**src/rtl/game_pkg.sv**
```systemverilog
// Shared game constants: top-level state encodings, object boxes and tracker FSM states.
package game_pkg;

  typedef enum logic [3:0] {
    Title    = 4'd0,
    Staff    = 4'd1,
    Stage1   = 4'd2,
    Success1 = 4'd3,
    Stage2   = 4'd4,
    Success2 = 4'd5,
    Stage3   = 4'd6,
    Success3 = 4'd7,
    Fail     = 4'd8
  } game_state_e;

  // Object boxes in half-res pixels, origin is the top-left corner.
  localparam int unsigned ObjSize = 10;
  localparam int unsigned Key1X   = 70;
  localparam int unsigned Key1Y   = 40;
  localparam int unsigned Key2X   = 235;
  localparam int unsigned Key2Y   = 40;
  localparam int unsigned Key3X   = 215;
  localparam int unsigned Key3Y   = 220;
  localparam int unsigned SwitchX = 70;
  localparam int unsigned SwitchY = 220;

  typedef enum logic [1:0] {
    StIdle = 2'd0,
    StHunt = 2'd1,
    StDone = 2'd2
  } tracker_fsm_e;

  function automatic logic is_stage(logic [3:0] s);
    return (s == Stage1) || (s == Stage2) || (s == Stage3);
  endfunction

endpackage

```
**src/rtl/key_tracker_if.sv**
```systemverilog
// Signal bundle between the top-level game FSM / input logic and the key tracker.
interface key_tracker_if;
  logic [3:0] state;
  logic [8:0] player_x;
  logic [8:0] player_y;
  logic       interact;
  logic       tick;
  logic [1:0] key_find;
  logic       isDark;
  logic       key_get;
  logic       stage_clear;

  modport master (
    output state, player_x, player_y, interact, tick,
    input  key_find, isDark, key_get, stage_clear
  );

  modport slave (
    input  state, player_x, player_y, interact, tick,
    output key_find, isDark, key_get, stage_clear
  );
endinterface

```
**src/rtl/box_hit.sv**
```systemverilog
// Combinational overlap test between the player hit-box and one fixed object box.
module box_hit
  import game_pkg::*;
#(
  parameter int unsigned OriginX = 0,
  parameter int unsigned OriginY = 0,
  parameter int unsigned PlayerW = 16
) (
  input  logic [8:0] player_x_i,
  input  logic [8:0] player_y_i,
  output logic       hit_o
);

  // Widened to 10 bits so x + PlayerW never wraps.
  logic [9:0] px;
  logic [9:0] py;

  assign px = {1'b0, player_x_i};
  assign py = {1'b0, player_y_i};

  // Inclusive-low / exclusive-high overlap on both axes.
  assign hit_o = (px < 10'(OriginX + ObjSize)) &&
                 ((px + 10'(PlayerW)) > 10'(OriginX)) &&
                 (py < 10'(OriginY + ObjSize)) &&
                 ((py + 10'(PlayerW)) > 10'(OriginY));

endmodule

```
**src/rtl/key_tracker.sv**
```systemverilog
// Key pickup progress, STAGE2 light switch with timeout, and pickup/clear pulses.
module key_tracker
  import game_pkg::*;
#(
  parameter int unsigned PLAYER_W    = 16,
  parameter int unsigned LIGHT_TICKS = 300,
  parameter int unsigned SW_GUARD    = 15
) (
  input  logic         clk,
  input  logic         rst,
  key_tracker_if.slave bus
);

  localparam int unsigned LightW = (LIGHT_TICKS > 0) ? $clog2(LIGHT_TICKS + 1) : 1;
  localparam int unsigned GuardW = (SW_GUARD > 0) ? $clog2(SW_GUARD + 1) : 1;

  tracker_fsm_e      fsm_q, fsm_d;
  logic [3:0]        prev_state_q;
  logic [1:0]        key_find_q, key_find_d;
  logic              is_dark_q, is_dark_d;
  logic              key_get_q, key_get_d;
  logic              stage_clear_q, stage_clear_d;
  logic [LightW-1:0] light_q, light_d;
  logic [GuardW-1:0] guard_q, guard_d;

  logic hit_key1, hit_key2, hit_key3, hit_switch;
  logic target_hit, stage_entry, in_stage, active;
  logic key_blocked, pickup, toggle, tick_en;

  box_hit #(.OriginX(Key1X), .OriginY(Key1Y), .PlayerW(PLAYER_W)) u_hit_key1 (
    .player_x_i(bus.player_x), .player_y_i(bus.player_y), .hit_o(hit_key1)
  );
  box_hit #(.OriginX(Key2X), .OriginY(Key2Y), .PlayerW(PLAYER_W)) u_hit_key2 (
    .player_x_i(bus.player_x), .player_y_i(bus.player_y), .hit_o(hit_key2)
  );
  box_hit #(.OriginX(Key3X), .OriginY(Key3Y), .PlayerW(PLAYER_W)) u_hit_key3 (
    .player_x_i(bus.player_x), .player_y_i(bus.player_y), .hit_o(hit_key3)
  );
  box_hit #(.OriginX(SwitchX), .OriginY(SwitchY), .PlayerW(PLAYER_W)) u_hit_switch (
    .player_x_i(bus.player_x), .player_y_i(bus.player_y), .hit_o(hit_switch)
  );

  // Event decode: which key is the current target, and whether a pickup or toggle fires.
  always_comb begin
    case (key_find_q)
      2'd0:    target_hit = hit_key1;
      2'd1:    target_hit = hit_key2;
      2'd2:    target_hit = hit_key3;
      default: target_hit = 1'b0;
    endcase
    stage_entry = (bus.state != prev_state_q) && is_stage(bus.state);
    in_stage    = is_stage(bus.state);
    active      = in_stage && (fsm_q != StIdle) && !stage_entry;
    // KEY1 in STAGE2 sits in the dark room and cannot be found until the light is on.
    key_blocked = (bus.state == Stage2) && (key_find_q == 2'd0) && is_dark_q;
    pickup      = active && (fsm_q == StHunt) && bus.interact && target_hit && !key_blocked;
    toggle      = active && (bus.state == Stage2) && bus.interact && hit_switch &&
                  (guard_q == '0) && !pickup;
    tick_en     = active && bus.tick;
  end

  // FSM next state: entry beats everything, leaving a stage parks in idle.
  always_comb begin
    fsm_d = fsm_q;
    if (stage_entry) begin
      fsm_d = StHunt;
    end else if (!in_stage) begin
      fsm_d = StIdle;
    end else if (pickup && (key_find_q == 2'd2)) begin
      fsm_d = StDone;
    end
  end

  // Output/datapath next values; the toggle is applied after the timers so it wins.
  always_comb begin
    key_find_d    = key_find_q;
    is_dark_d     = is_dark_q;
    light_d       = light_q;
    guard_d       = guard_q;
    key_get_d     = 1'b0;
    stage_clear_d = 1'b0;
    if (stage_entry) begin
      key_find_d = 2'd0;
      light_d    = '0;
      guard_d    = '0;
      is_dark_d  = (bus.state == Stage2);
    end else begin
      if (tick_en) begin
        if (guard_q != '0) guard_d = guard_q - GuardW'(1);
        if (!is_dark_q && (light_q != '0)) begin
          light_d = light_q - LightW'(1);
          if (light_q == LightW'(1)) is_dark_d = 1'b1;
        end
      end
      if (pickup) begin
        key_find_d = key_find_q + 2'd1;
        key_get_d  = 1'b1;
        if (key_find_q == 2'd2) stage_clear_d = 1'b1;
      end
      if (toggle) begin
        is_dark_d = !is_dark_q;
        guard_d   = GuardW'(SW_GUARD);
        light_d   = is_dark_q ? LightW'(LIGHT_TICKS) : '0;
      end
    end
  end

  // State register with synchronous reset.
  always_ff @(posedge clk) begin
    if (rst) begin
      fsm_q         <= StIdle;
      prev_state_q  <= Title;
      key_find_q    <= 2'd0;
      is_dark_q     <= 1'b0;
      key_get_q     <= 1'b0;
      stage_clear_q <= 1'b0;
      light_q       <= '0;
      guard_q       <= '0;
    end else begin
      fsm_q         <= fsm_d;
      prev_state_q  <= bus.state;
      key_find_q    <= key_find_d;
      is_dark_q     <= is_dark_d;
      key_get_q     <= key_get_d;
      stage_clear_q <= stage_clear_d;
      light_q       <= light_d;
      guard_q       <= guard_d;
    end
  end

  assign bus.key_find    = key_find_q;
  assign bus.isDark      = is_dark_q;
  assign bus.key_get     = key_get_q;
  assign bus.stage_clear = stage_clear_q;

endmodule

```
**src/flat_wrapper.sv**
```systemverilog
// flat-port wrapper written by rule: the top's interface ports become plain ports
module key_tracker_flat import game_pkg::*;
#(
  parameter int unsigned PLAYER_W    = 16,
  parameter int unsigned LIGHT_TICKS = 300,
  parameter int unsigned SW_GUARD    = 15
)
  (clk, rst, bus_state, bus_player_x, bus_player_y, bus_interact, bus_tick, bus_key_find, bus_isDark, bus_key_get, bus_stage_clear);
  key_tracker_if bus_i ();
  input  logic clk;
  input  logic rst;
  input wire logic [$bits(bus_i.state)-1:0] bus_state;
  input wire logic [$bits(bus_i.player_x)-1:0] bus_player_x;
  input wire logic [$bits(bus_i.player_y)-1:0] bus_player_y;
  input wire logic [$bits(bus_i.interact)-1:0] bus_interact;
  input wire logic [$bits(bus_i.tick)-1:0] bus_tick;
  output wire logic [$bits(bus_i.key_find)-1:0] bus_key_find;
  output wire logic [$bits(bus_i.isDark)-1:0] bus_isDark;
  output wire logic [$bits(bus_i.key_get)-1:0] bus_key_get;
  output wire logic [$bits(bus_i.stage_clear)-1:0] bus_stage_clear;
  assign bus_i.state = bus_state;
  assign bus_i.player_x = bus_player_x;
  assign bus_i.player_y = bus_player_y;
  assign bus_i.interact = bus_interact;
  assign bus_i.tick = bus_tick;
  assign bus_key_find = bus_i.key_find;
  assign bus_isDark = bus_i.isDark;
  assign bus_key_get = bus_i.key_get;
  assign bus_stage_clear = bus_i.stage_clear;
  key_tracker #(.PLAYER_W(PLAYER_W), .LIGHT_TICKS(LIGHT_TICKS), .SW_GUARD(SW_GUARD)) u_core (.clk(clk), .rst(rst), .bus(bus_i));
endmodule
```
**config.mk**
```make
export PLATFORM = sky130hd
export DESIGN_NAME = key_tracker_flat
export DESIGN_NICKNAME = d
export VERILOG_FILES = /design/src/rtl/game_pkg.sv /design/src/rtl/key_tracker_if.sv /design/src/rtl/box_hit.sv /design/src/rtl/key_tracker.sv /design/src/flat_wrapper.sv
export SDC_FILE = /design/constraint.sdc
export NUM_CORES = 1
export LEC_CHECK = 0
export BUFFER_PORTS_ARGS = -buffer_cell sky130_fd_sc_hd__buf_4
export CORE_ASPECT_RATIO = 0.9
export CORE_MARGIN = 1.5
export CORE_UTILIZATION = 37
export DETAILED_ROUTE_END_ITERATION = 8
export SYNTH_ARGS = -nofsm -noshare
export SYNTH_HDL_FRONTEND = slang
export SYNTH_SLANG_ARGS = --single-unit
```
**constraint.sdc**
```tcl
create_clock -name clk -period 4.4 [get_ports clk]
set_input_delay 0.44 -clock clk [delete_from_list [all_inputs] [get_ports clk]]
set_output_delay 0.44 -clock clk [all_outputs]
set_load 0.02 [all_outputs]
```
==> impl_metrics.env <==
export IMPL_status="finished, final reports clean"
export IMPL_fin_crit_sh=0.532
export IMPL_synthesis_nets=267
export IMPL_drtAntennaViolNets=0
export IMPL_swShare=0.244
export IMPL_die_area_sq_um=5380
export IMPL_grt_pass1_vias=1473
export IMPL_hold_buffers=0
export IMPL_clockRootBuffer="clkbuf_8"
export IMPL_clock_sinks=24
export IMPL_comb_power_share=0.169
export IMPL_p_clk_frac=0.388
export IMPL_crit_path_max_fanout=11
export IMPL_fin_setup_tns_ps=0
export IMPL_grt_max_degree=15
export IMPL_r2r_start="u_core.bus.key_find[0]"
export IMPL_dp_slack_ps=1790
export IMPL_slew_viol_final=0
export IMPL_gp_congestion=0.807
export IMPL_tightest_slew_ps=783
export IMPL_fp_row_count=24
export IMPL_dp_cells=313
export IMPL_synth_edf_count=0
export IMPL_area_delta_synth_final_pct=18.6
export IMPL_register_area_sq_um=480
export IMPL_maxCapViolations=0
export IMPL_setup_viol=0
export IMPL_port_buffers=30
export IMPL_rrSetupSlack_ps=2120
export IMPL_n_antenna_cell=0
export IMPL_slew_headroom=0.476
export IMPL_finalPower_uw=503
export IMPL_postSynthCellCount=225
export IMPL_grtUsageTotal=0.155
export IMPL_drcViolationCount=0
export IMPL_wl_per_cell_um=13.0
export IMPL_drtIter0Drc=67
export IMPL_synth_area_per_cell_sq_um=8.14
export IMPL_cp_cell_sequence="buf_4, ha_1, nand2_1, o32ai_1, or2b_1, or4_1, o21ai_2, a21oi_1"
export IMPL_die_h_um=69.8
export IMPL_ys_seq_area_frac=0.262
export IMPL_power_switching_uw=123
export IMPL_dpl_hpwl_um=3180
export IMPL_p_int_uw=380
export IMPL_p_leak_uw=0.000873
export IMPL_vias=1667
export IMPL_ir_drop_v=0.000175
export IMPL_antenna_found_initial=0
export IMPL_cts_buffer_depth=2
export IMPL_arrival_ps=2480
export IMPL_fin_skew_ps=2.79
export IMPL_core_sq_um=4800
export IMPL_timing_fmax_mhz=428
export IMPL_critPathKind="primary input to register"
export IMPL_worst_slack_ps=2060
export IMPL_multi_input_area_sq_um=1270
export IMPL_yosys_top_cells_area="dfxtp_1 (26%), ha_1 (11%), xnor2_1 (4.8%)"
export IMPL_synthFlopType="dfxtp_1"
export IMPL_die_w_um=77.2
export IMPL_hold_violations=0
export IMPL_ys_warn_count=0
export IMPL_synth_seq_cells=24
export IMPL_yosysTopAreaCellShare=0.262
export IMPL_worst_setup_path_start_kind="primary input"
export IMPL_synth_distinct_cells=54
export IMPL_required_ps=4550
export IMPL_drt_pass1_iterations=4
export IMPL_rr_endpoint="u_core.bus.key_find[1]"
export IMPL_cp_end_kind="register"
export IMPL_cts_resized=0
export IMPL_holdWs_ps=405
export IMPL_yosysTopAreaCell="dfxtp_1"
export IMPL_seq_power_share=0.443
export IMPL_fill_cells=493
export IMPL_r2r_cells=7
export IMPL_cts_htree_levels=1
export IMPL_critical_path_startpoint="bus_player_x[5]"
export IMPL_crit_slowest_cell="or4_1"
export IMPL_rsz0062_at_grt="false"
export IMPL_numCtsBuffers=3
export IMPL_wl_um=4110
export IMPL_fin_cells=317
export IMPL_hold_class="primary input to register"
export IMPL_crit_end="u_core.light_q[5]"
export IMPL_clkLatencyLatePin_ps=270
export IMPL_vias_per_cell=5.26
export IMPL_cts_setup_buffers=0
export IMPL_nets=295
export IMPL_grt_pass1_wl_um=6880
export IMPL_slowest_delay_ps=670
export IMPL_start_util=0.381
export IMPL_min_period_ps=2340
export IMPL_async_reset_ff_frac=0
export IMPL_clk_transition_reported_paths_ps=90
export IMPL_ios=31
export IMPL_p_per_area_nw_per_um2=231
export IMPL_syn_cell_area_sq_um=1830
export IMPL_grt_ovfl_total=0
export IMPL_tritoncts="yes"
export IMPL_layout_drive_gt1_share=0.179
==> layer usage <==
metal	wire (um)	GRT usage	vias to the layer above
li1	-	-	877
met1	2080	0.224	758
met2	1870	0.248	30
met3	148	0.0316	2
met4	8	0.0121	0
met5	0	0	-
==> power groups by stage <==
stage,clock (uW),combinational [uW],sequential (uW)
floorplan,0,45.7,228
global route,208,94.5,223
finish,195,84.8,223
global placement,0,84.3,228
CTS,197,84.7,223
detailed placement,0,84.3,228
==> cell usage after synthesis, drive strengths merged, types with 4 or more instances <==
cell and n:
xnor2 12, and2 4, nand3 7, dfxtp 24
nor3 4, nand4 9, nor4 6, ha 16
nand2 16, nor2 21, a31oi 4, a21oi 12
inv 13, nor2b 6, clkbuf 4, and3 5
or3 4, nor3b 4, o21ai 11
==> metrics by stage <==
stage	utilization	area (sq um)
after floorplan	-	1830
after global placement	0.438	2100
after detailed placement	0.438	2100
after CTS	0.452	2170
after global routing	0.452	2170
final	0.452	2170
==> state kept, by name (all words and copies together) (netlist names) <==
signal	cells
u_core.bus.isDark	1
u_core.bus.key_find	2
u_core.bus.key_get	1
u_core.bus.stage_clear	1
u_core.fsm_q	2
u_core.guard_q	4
u_core.light_q	9
u_core.prev_state_q	4
==> worst max-delay path, delay by kind of cell <==
| family | cells | cell delay [ps] |
|---|---|---|
| adder cells (fa/ha/maj) | 1 | 320 |
| AO/OA/AOI/OAI | 3 | 570 |
| AND/OR/NAND/NOR | 3 | 1010 |
| buffers and inverters | 1 | 140 |
==> cells by family after synthesis <==
| group | Yosys count | share of synthesized area |
|---|---|---|
| simple gates | 100 | 0.304 |
| compound gates | 50 | 0.196 |
| flops | 24 | 0.262 |
| buf+inv | 20 | 0.0464 |
| fa+ha+maj | 16 | 0.109 |
| xor+xnor | 12 | 0.0656 |
| mux | 3 | 0.0164 |
==> final cells by class <==
cell class | count | share of cell area
inverter | 13 | 0.0225
timing repair buffer | 30 | 0.104
sequential | 24 | 0.221
clock buffer | 3 | 0.0190
clock inverter | 1 | 0.0138
multi-input combinational | 181 | 0.583
tap | 65 | 0.0374
==> worst min path at each step <==
stage / end / slack (ps) / from / depth (start not counted)
final: u_core.bus.isDark / 400 / rst / 2
after global routing: u_core.bus.isDark / 400 / rst / 2
after CTS: u_core.bus.isDark / 400 / rst / 2
after detailed placement: u_core.light_q[1] / 510 / u_core.light_q[1] / 2
after global placement: u_core.bus.key_find[1] / 510 / u_core.bus.key_find[1] / 2
after floorplan: u_core.light_q[1] / 480 / u_core.light_q[1] / 2
==> placed cells by master (no fill, tap or decap), drive strengths merged, types with 4 or more instances in the layout <==
cell type / count
a21oi: 12
a31oi: 4
and2: 4
and3: 5
buf: 30
dfxtp: 24
ha: 16
inv: 13
nand2: 16
nand3: 7
nand4: 9
nor2: 21
nor2b: 6
nor3: 4
nor3b: 4
nor4: 6
o21ai: 11
or3: 4
xnor2: 12
(Power assumes the default switching activity.)
